## src/rtl/lsu_req_ctrl.sv

```systemverilog
// Load/store request controller for port 2 of the word-organised data bank.
// Optional build macro: LSU_MISALIGN_TRAP_EN. When it is defined, misaligned halfword and word accesses fault.
module lsu_req_ctrl #(
  parameter int unsigned MEMSIZE = 16384,
  parameter int unsigned ADDRBIT = 14
) (
  input  logic               i_clk,
  input  logic               i_rst,
  input  logic               i_req_valid,
  output logic               o_req_ready,
  input  logic               i_req_we,
  input  logic [2:0]         i_req_funct3,
  input  logic [31:0]        i_req_addr,
  input  logic [31:0]        i_req_wdata,
  output logic               o_rsp_valid,
  output logic [31:0]        o_rsp_rdata,
  output logic               o_rsp_err,
  output logic [ADDRBIT-3:0] o_mem_addr,
  input  logic [31:0]        i_mem_rdata,
  output logic [31:0]        o_mem_wdata,
  output logic               o_mem_wren
);

  typedef enum logic [1:0] {StIdle, StRead, StWrite, StResp} state_e;

  state_e             state_q, state_d;
  logic               we_q;
  logic [2:0]         funct3_q;
  logic [ADDRBIT-1:0] addr_q;
  logic [31:0]        wdata_q;
  logic [31:0]        word_q;
  logic               err_q;

  logic               accept;
  logic               out_of_range;
  logic               funct3_bad;
  logic               misalign;
  logic               req_fault;
  logic [7:0]         ld_byte;
  logic [15:0]        ld_half;
  logic [31:0]        ld_data;
  logic [31:0]        merged;

  assign accept = (state_q == StIdle) && i_req_valid;

  // Request fault decode, evaluated on the live request at acceptance
  always_comb begin
    out_of_range = (i_req_addr >= 32'(MEMSIZE));
    if (i_req_we) begin
      funct3_bad = i_req_funct3[2] || (i_req_funct3 == 3'b011);
    end else begin
      funct3_bad = (i_req_funct3 == 3'b011) || (i_req_funct3 == 3'b110) ||
                   (i_req_funct3 == 3'b111);
    end
`ifdef LSU_MISALIGN_TRAP_EN
    misalign = ((i_req_funct3[1:0] == 2'b01) && i_req_addr[0]) ||
               ((i_req_funct3[1:0] == 2'b10) && (i_req_addr[1:0] != 2'b00));
`else
    misalign = 1'b0;
`endif
    req_fault = out_of_range || funct3_bad || misalign;
  end

  always_ff @(posedge i_clk) begin
    if (i_rst) begin
      state_q <= StIdle;
    end else begin
      state_q <= state_d;
    end
  end

  always_comb begin
    state_d = state_q;
    case (state_q)
      StIdle: begin
        if (i_req_valid) begin
          if (req_fault) begin
            state_d = StResp;
          end else if (i_req_we && (i_req_funct3 == 3'b010)) begin
            state_d = StWrite;
          end else begin
            state_d = StRead;
          end
        end
      end
      StRead:  state_d = we_q ? StWrite : StResp;
      StWrite: state_d = StResp;
      StResp:  state_d = StIdle;
      default: state_d = StIdle;
    endcase
  end

  always_ff @(posedge i_clk) begin
    if (i_rst) begin
      we_q     <= 1'b0;
      funct3_q <= 3'b000;
      addr_q   <= '0;
      wdata_q  <= '0;
      word_q   <= '0;
      err_q    <= 1'b0;
    end else begin
      if (accept) begin
        we_q     <= i_req_we;
        funct3_q <= i_req_funct3;
        addr_q   <= i_req_addr[ADDRBIT-1:0];
        wdata_q  <= i_req_wdata;
        err_q    <= req_fault;
      end
      if (state_q == StRead) begin
        word_q <= i_mem_rdata;
      end
    end
  end

  // Lane selection ignores the low address bits a halfword/word does not use,
  // which force-aligns misaligned accesses when they are not trapped.
  always_comb begin
    case (addr_q[1:0])
      2'b00:   ld_byte = word_q[7:0];
      2'b01:   ld_byte = word_q[15:8];
      2'b10:   ld_byte = word_q[23:16];
      default: ld_byte = word_q[31:24];
    endcase
    ld_half = addr_q[1] ? word_q[31:16] : word_q[15:0];
    case (funct3_q)
      3'b000:  ld_data = {{24{ld_byte[7]}}, ld_byte};
      3'b001:  ld_data = {{16{ld_half[15]}}, ld_half};
      3'b010:  ld_data = word_q;
      3'b100:  ld_data = {24'h000000, ld_byte};
      3'b101:  ld_data = {16'h0000, ld_half};
      default: ld_data = 32'h0000_0000;
    endcase
  end

  always_comb begin
    merged = word_q;
    case (funct3_q[1:0])
      2'b00:   merged[{addr_q[1:0], 3'b000} +: 8] = wdata_q[7:0];
      2'b01:   merged[{addr_q[1], 4'b0000} +: 16] = wdata_q[15:0];
      default: merged = wdata_q;
    endcase
  end

  always_comb begin
    o_req_ready = (state_q == StIdle);
    o_rsp_valid = (state_q == StResp);
    o_rsp_err   = (state_q == StResp) && err_q;
    o_rsp_rdata = ((state_q == StResp) && !err_q && !we_q) ? ld_data : 32'h0000_0000;
    o_mem_addr  = addr_q[ADDRBIT-1:2];
    // Reset in the WRITE cycle must suppress the write at that very edge
    o_mem_wren  = (state_q == StWrite) && !i_rst;
    o_mem_wdata = (state_q == StWrite) ? merged : 32'h0000_0000;
  end

endmodule

```

## config.mk

```make
export PLATFORM = sky130hd
export DESIGN_NAME = lsu_req_ctrl
export DESIGN_NICKNAME = d
export VERILOG_FILES = /design/src/rtl/lsu_req_ctrl.sv
export SDC_FILE = /design/constraint.sdc
export NUM_CORES = 1
export LEC_CHECK = 0
export BUFFER_PORTS_ARGS = -buffer_cell sky130_fd_sc_hd__buf_4
export CAP_MARGIN = 5
export CORE_MARGIN = 3
export CORE_UTILIZATION = 35
export DETAILED_ROUTE_END_ITERATION = 8
export HOLD_SLACK_MARGIN = 0.05
export PLACE_DENSITY = 0.63
export SLEW_MARGIN = 20
export SYNTH_ARGS = -nofsm -noshare
export SYNTH_HDL_FRONTEND = slang
export SYNTH_SLANG_ARGS = --single-unit
```

## constraint.sdc

```tcl
create_clock -name i_clk -period 3.4 [get_ports i_clk]
set_clock_uncertainty 0.15 [all_clocks]
set_input_delay 0.17 -clock i_clk [delete_from_list [all_inputs] [get_ports i_clk]]
set_output_delay 0.17 -clock i_clk [all_outputs]
set_load 0.01 [all_outputs]
```

==> results.cfg, run 1 <==
[sta]
layout_setup_ws_ps = 296
min_period_over_period_pct = 91.3
max_freq_ghz = 0.322
slew_viol_final = 0
rsz0062_at_grt = false
worst_slew_pin_slew_ps = 1080
hold_violations = 0
setup_violations = 0
fin_crit_ps = 3100
maxSlewHeadroom_pct = 28.2
setup_tns_ps = 0

[floorplanning]
die-area_mm2 = 0.0156
core_area_mm2 = 0.0135
fp-row-count = 42
die_y_um = 125
pin_count = 183
die_w_um = 125
start_util_pct = 36.5

[placement]
post_dp_cell_area_mm2 = 0.00629
dp_hpwl_um = 13900
pre_cts_ws_ps = 754
place_congestion = 0.932
place.port_buffers = 182

[clock_tree]
tritoncts = yes
clk_path_buf_depth = 2
post-cts-setup-buffers = 0
cts_resized = 0
cts.sinks = 85
h-tree-depth = 3
clk_pin_slew_ps = 70
worstSkewPairLatency_ps = 350
cts_root_buf = clkbuf_16
cts_buffers = 9

[detailed_routing]
via_per_inst = 5.45
drtIter0Drc = 477
ant_nets = 0
routed_wl_um = 20100
wire_per_inst_um = 19.3
first_pass_iters = 8
drc_errors = 0
dr_total_vias = 5662

[global_route]
use_met2_pct = 40.1
grt_overflow_total = 0
antenna_found_initial = 0
grt.met3_usage_pct = 6.35
grtUsageTotal_pct = 24.8
met1_usage_pct = 32.4
busiest_layer = met2
grt_pass1_vias = 5610
grt_max_degree = 87
grt_pass1_wl_um = 30800

[synthesis]
syn_avg_cell_area_um2 = 7.71
synth-seq-cells = 85
synth_commonest_cells = 138 x nand2_1, 99 x a21oi_1, 85 x dfxtp_1
netlist_instances = 640
synthesis.area_mm2 = 0.00494
synth_nets = 753
synth_top_area_cell = dfxtp_1
netlist_top_cells_area = dfxtp_1 34%, nand2_1 10%, a21oi_1 10%, mux2i_1 9.7%, a222oi_1 4.7%
synth_most_common_cell = nand2_1
ys_seq_area_share_pct = 34.5
async_reset_ff_share_pct = 0
synth_edf_count = 0
synth_top_area_share_pct = 34.5
synth.distinct_cells = 40
synth_ff_type = dfxtp_1
yosysWarnings = 0

[cells_and_area]
num_antenna_cells = 0
nFillCells = 1277
finalNetCount = 972
areaGrowthSynthToFinish_pct = 50.5
final_util_pct = 55.0
fin_area_mm2 = 0.00743
drive_above_1_share_pct = 24.9

[setup_path]
worst-setup-path-type = reg -> out
crit_fanout = 16
path_buf_inv = 2
worstPathRequired_ps = 3080
cp.arrival_ps = 2780
critical_path.slowest_cell = dfxtp_1
crit_family = compound AO/OA/AOI/OAI gates
rrSetupSlack_ps = 1310
cpPeakStageDelay_ps = 500
cp-end-kind = output port
crit_chain = inv_1 > ha_1 > a222oi_1 > a211o_1 > o41a_4 > a21oi_1 > buf_4
startpoint_type = register

[pwr]
power.density_mw_per_mm2 = 592
ir_drop_v = 0.000319
switching_share_pct = 39.2
p_int_w = 0.00268
p_seq_share_pct = 35.0
p_leak_nw = 2.94
clkPwrFrac_pct = 24.4
switchingPower_w = 0.00173
pwr-share-comb_pct = 40.6

[flow_run]
cap_viol_max_count = 0

[status]
outcome = complete, no violations

[hold_path]
min_path_type = in -> reg
## cells in the final DEF, fill, tap and decap left out, types with 9 or more instances in the layout
| cell type | count |
|---|---|
| a21oi_1 | 99 |
| a221o_1 | 14 |
| a222oi_1 | 23 |
| a22oi_1 | 22 |
| buf_4 | 190 |
| clkbuf_16 | 9 |
| dfxtp_1 | 85 |
| dlygate4sd3_1 | 82 |
| ha_1 | 9 |
| inv_1 | 11 |
| mux2i_1 | 48 |
| nand2_1 | 138 |
| nor2_1 | 47 |
| nor2b_1 | 24 |
| o21ai_0 | 22 |
## cells by family after synthesis
| group | Yosys count | synth area share [%] |
|---|---|---|
| buffers and inverters | 76 | 7.33 |
| DFF | 85 | 34.5 |
| AOI/OAI and AO/OA | 192 | 25.5 |
| adders and majority gates | 10 | 2.53 |
| muxes | 49 | 9.96 |
| and+or+nand+nor | 228 | 20.3 |
## final timing paths
check / start / endpoint / cells past startpoint
worst max-delay path: addr_q[1] / o_rsp_rdata[31] / 7
worst min-delay path: i_req_valid / state_q[0] / 4
worst max register to register: state_q[0] / wdata_q[9] / 6
worst min register to register: wdata_q[22] / wdata_q[22] / 2
## tightest hold or removal path, stage by stage
cell	delay (ps)
buf_4	100
o21ai_0	70
a21oi_1	120
a21oi_1	60
## layout make-up
| class | instances | area, µm² | area share, % |
|---|---|---|---|
| sequential | 85 | 1700 | 22.9 |
| clock buffer | 10 | 239 | 3.22 |
| inverter | 11 | 41.3 | 0.556 |
| multi-input combinational | 479 | 2880 | 38.7 |
| tap | 176 | 220 | 2.96 |
| timing repair buffer | 273 | 2270 | 30.5 |
| clock inverter | 5 | 83.8 | 1.13 |
## power by group through the flow
| stage | logic, W | clock network (W) | registers [W] |
|---|---|---|---|
| floorplan | 0.00123 | 0 | 0.00137 |
| global placement | 0.00167 | 0 | 0.00155 |
| detailed placement | 0.00169 | 0 | 0.00155 |
| CTS | 0.00178 | 0.00110 | 0.00153 |
| global route | 0.00196 | 0.00114 | 0.00156 |
| finish | 0.00179 | 0.00107 | 0.00154 |
## repair_timing
| action | 4_1_cts | 5_1_grt |
|---|---|---|
| endpoints found under the setup margin | 0 | 0 |
| hold buffers | 82 | 0 |
| hold endpoints to repair | 82 | 0 |
## metal layers
metal | wire length (µm) | vias up
li1 | - | 2707
met5 | 0 | -
met3 | 1930 | 27
met2 | 9120 | 317
met4 | 418 | 0
met1 | 8610 | 2611
## state kept, by name, indices dropped and copies added, names as in the netlist
signal and count:
wdata_q 32, word_q 32, addr_q 14, funct3_q 3
state_q 2, err_q 1, we_q 1
## through the flow
| stage | hold WS (ps) | instances | power, W |
|---|---|---|---|
| floorplan | 156 | 640 | 0.00260 |
| global placement | 255 | 942 | 0.00322 |
| detailed placement | 260 | 942 | 0.00324 |
| CTS | 63.0 | 1039 | 0.00441 |
| global route | 113 | 1039 | 0.00466 |
| finish | 77.1 | 1039 | 0.00440 |
(Power assumes the default switching activity.)
==> run 2: changes to the inputs <==
==> constraint.sdc (replaced) <==
create_clock -name i_clk -period 3.4 [get_ports i_clk]
set_clock_uncertainty 0.15 [all_clocks]
set_input_delay 0.17 -clock i_clk [delete_from_list [all_inputs] [get_ports i_clk]]
set_output_delay 0.17 -clock i_clk [all_outputs]
set_load 0.02 [all_outputs]
==> run 2 against run 1 <==
Against the previous run: cell count about the same; count of clock-buffer cells in the layout stayed put; sequential power barely moved; wire length shrank 2.4%; clock power barely moved; non-clock buffer count stayed put; maximum frequency up 2.4%; design area fell by 0.25%; worst hold slack better by 1.2 ps; combinational power rose by 3%.
==> results.cfg, run 2 (synthesis gave the netlist of run 1 again) <==
[floorplanning]
die_w_um = 125
fp-row-count = 42
start_util_pct = 36.5
core_area_mm2 = 0.0135
die_y_um = 125
die-area_mm2 = 0.0156
pin_count = 183

[global_route]
grt_overflow_total = 0
grt_pass1_vias = 5629
grt_pass1_wl_um = 31100
grt_max_degree = 87
antenna_found_initial = 0
grtUsageTotal_pct = 24.8

[detailed_routing]
routed_wl_um = 19600
ant_nets = 0
first_pass_iters = 6
drtIter0Drc = 604
drc_errors = 0
via_per_inst = 5.46
wire_per_inst_um = 18.8
dr_total_vias = 5676

[cells_and_area]
drive_above_1_share_pct = 24.9
final_common_cell = buf_4
largestRegisters = wdata_q (32), word_q (32), addr_q (14)
num_antenna_cells = 0
areaGrowthSynthToFinish_pct = 50.1
finalNetCount = 972
final_cell_mix = 191 x buf_4, 138 x nand2_1, 99 x a21oi_1

[setup_path]
cp-end-kind = output port
crit_chain = inv_1 > ha_1 > and4bb_2 > mux2_2 > a221oi_1 > nor2_1 > buf_4
worstPathRequired_ps = 3080
critical_path.slowest_cell = ha_1
cpPeakStageDelay_ps = 450
worst-setup-path-type = reg -> out
crit_fanout = 12
startpoint_type = register
path_buf_inv = 2
crit_family = simple AND/OR/NAND/NOR gates
cp.arrival_ps = 2710

[clock_tree]
tritoncts = yes
clk_pin_slew_ps = 60
clk_path_buf_depth = 2
h-tree-depth = 3
post-cts-setup-buffers = 0
cts_resized = 0
hold_buffers = 82
cts.sinks = 85
cts_root_buf = clkbuf_16
worstSkewPairLatency_ps = 340
cts_buffers = 9

[flow_run]
cap_viol_max_count = 0

[pwr]
p_seq_share_pct = 34.6
switchingPower_w = 0.00177
ir_drop_v = 0.000291
switching_share_pct = 40.1
power.density_mw_per_mm2 = 597
p_leak_nw = 2.93
p_int_w = 0.00265
clkPwrFrac_pct = 23.7
power_w = 0.00443
pwr-share-comb_pct = 41.7

[sta]
hold_violations = 0
min_period_over_period_pct = 89.2
whs_ps = 78.2
slew_viol_final = 0
worst_slew_pin_slew_ps = 1090
maxSlewHeadroom_pct = 27.2
setup_violations = 0
max_freq_ghz = 0.330
rsz0062_at_grt = false
setup_tns_ps = 0
fin_crit_ps = 3030

[placement]
place.port_buffers = 182
dp_hpwl_um = 13900
place_congestion = 0.937

[status]
outcome = complete, no violations

[hold_path]
min_path_type = in -> reg
## run 2: cell count changes in the layout (fill, tap and decap cells not counted)
cell	delta
clkinv_2	+2
clkinv_4	+2
clkinvlp_4	-2
buf_12	-1
buf_4	+1
clkbuf_1	+1
clkbuf_8	-1
inv_6	-1
## run 2: path summary, 6_finish.rpt
kind,end,slack (ps),from,cells after the start
setup reg to reg,wdata_q[19],1310,state_q[0],6
hold reg to reg,wdata_q[22],300,wdata_q[22],2
setup / recovery,o_mem_wdata[22],370,addr_q[0],7
hold / removal,state_q[0],80,i_req_valid,4
## run 2: tightest hold or removal path: stages
cell and delay [ps]:
buf_4 100, o21ai_0 80, a21oi_1 120, a21oi_1 60
## run 2: power groups by stage
| stage | Sequential (W) | Clock (W) | Combinational, W |
|---|---|---|---|
| final | 0.00153 | 0.00105 | 0.00185 |
| after global routing | 0.00155 | 0.00110 | 0.00203 |
| after CTS | 0.00152 | 0.00107 | 0.00184 |
| after detailed placement | 0.00154 | 0 | 0.00176 |
| after global placement | 0.00154 | 0 | 0.00173 |
| after floorplan | 0.00137 | 0 | 0.00131 |
## run 2: metrics by stage
step	utilization [%]	worst slack, ps	instances	instance area, µm²
after global routing	54.9	123	1040	7410
after floorplan	-	609	640	4940
final	54.9	368	1040	7410
after CTS	54.9	375	1040	7410
after global placement	46.5	824	942	6270
after detailed placement	46.5	766	942	6270
## run 2: metal layers
| layer | vias up | global-route usage, % | wire length [µm] | part of all wire [%] |
|---|---|---|---|---|
| li1 | 2712 | - | - | - |
| met1 | 2629 | 32.7 | 8380 | 43 |
| met2 | 300 | 40.0 | 8900 | 45 |
| met3 | 35 | 5.62 | 1800 | 9.2 |
| met4 | 0 | 8.77 | 520 | 2.7 |
| met5 | - | 0 | 0 | 0 |
## run 2: final cells by class
| type | instances | area, µm² |
|---|---|---|
| clock buffers | 10 | 229 |
| clock inverters | 6 | 87.6 |
| fillers | 1272 | 6090 |
| inverters | 11 | 41.3 |
| multi-input cells | 479 | 2880 |
| flip-flops and latches | 85 | 1700 |
| well taps | 176 | 220 |
| repair buffers | 273 | 2250 |
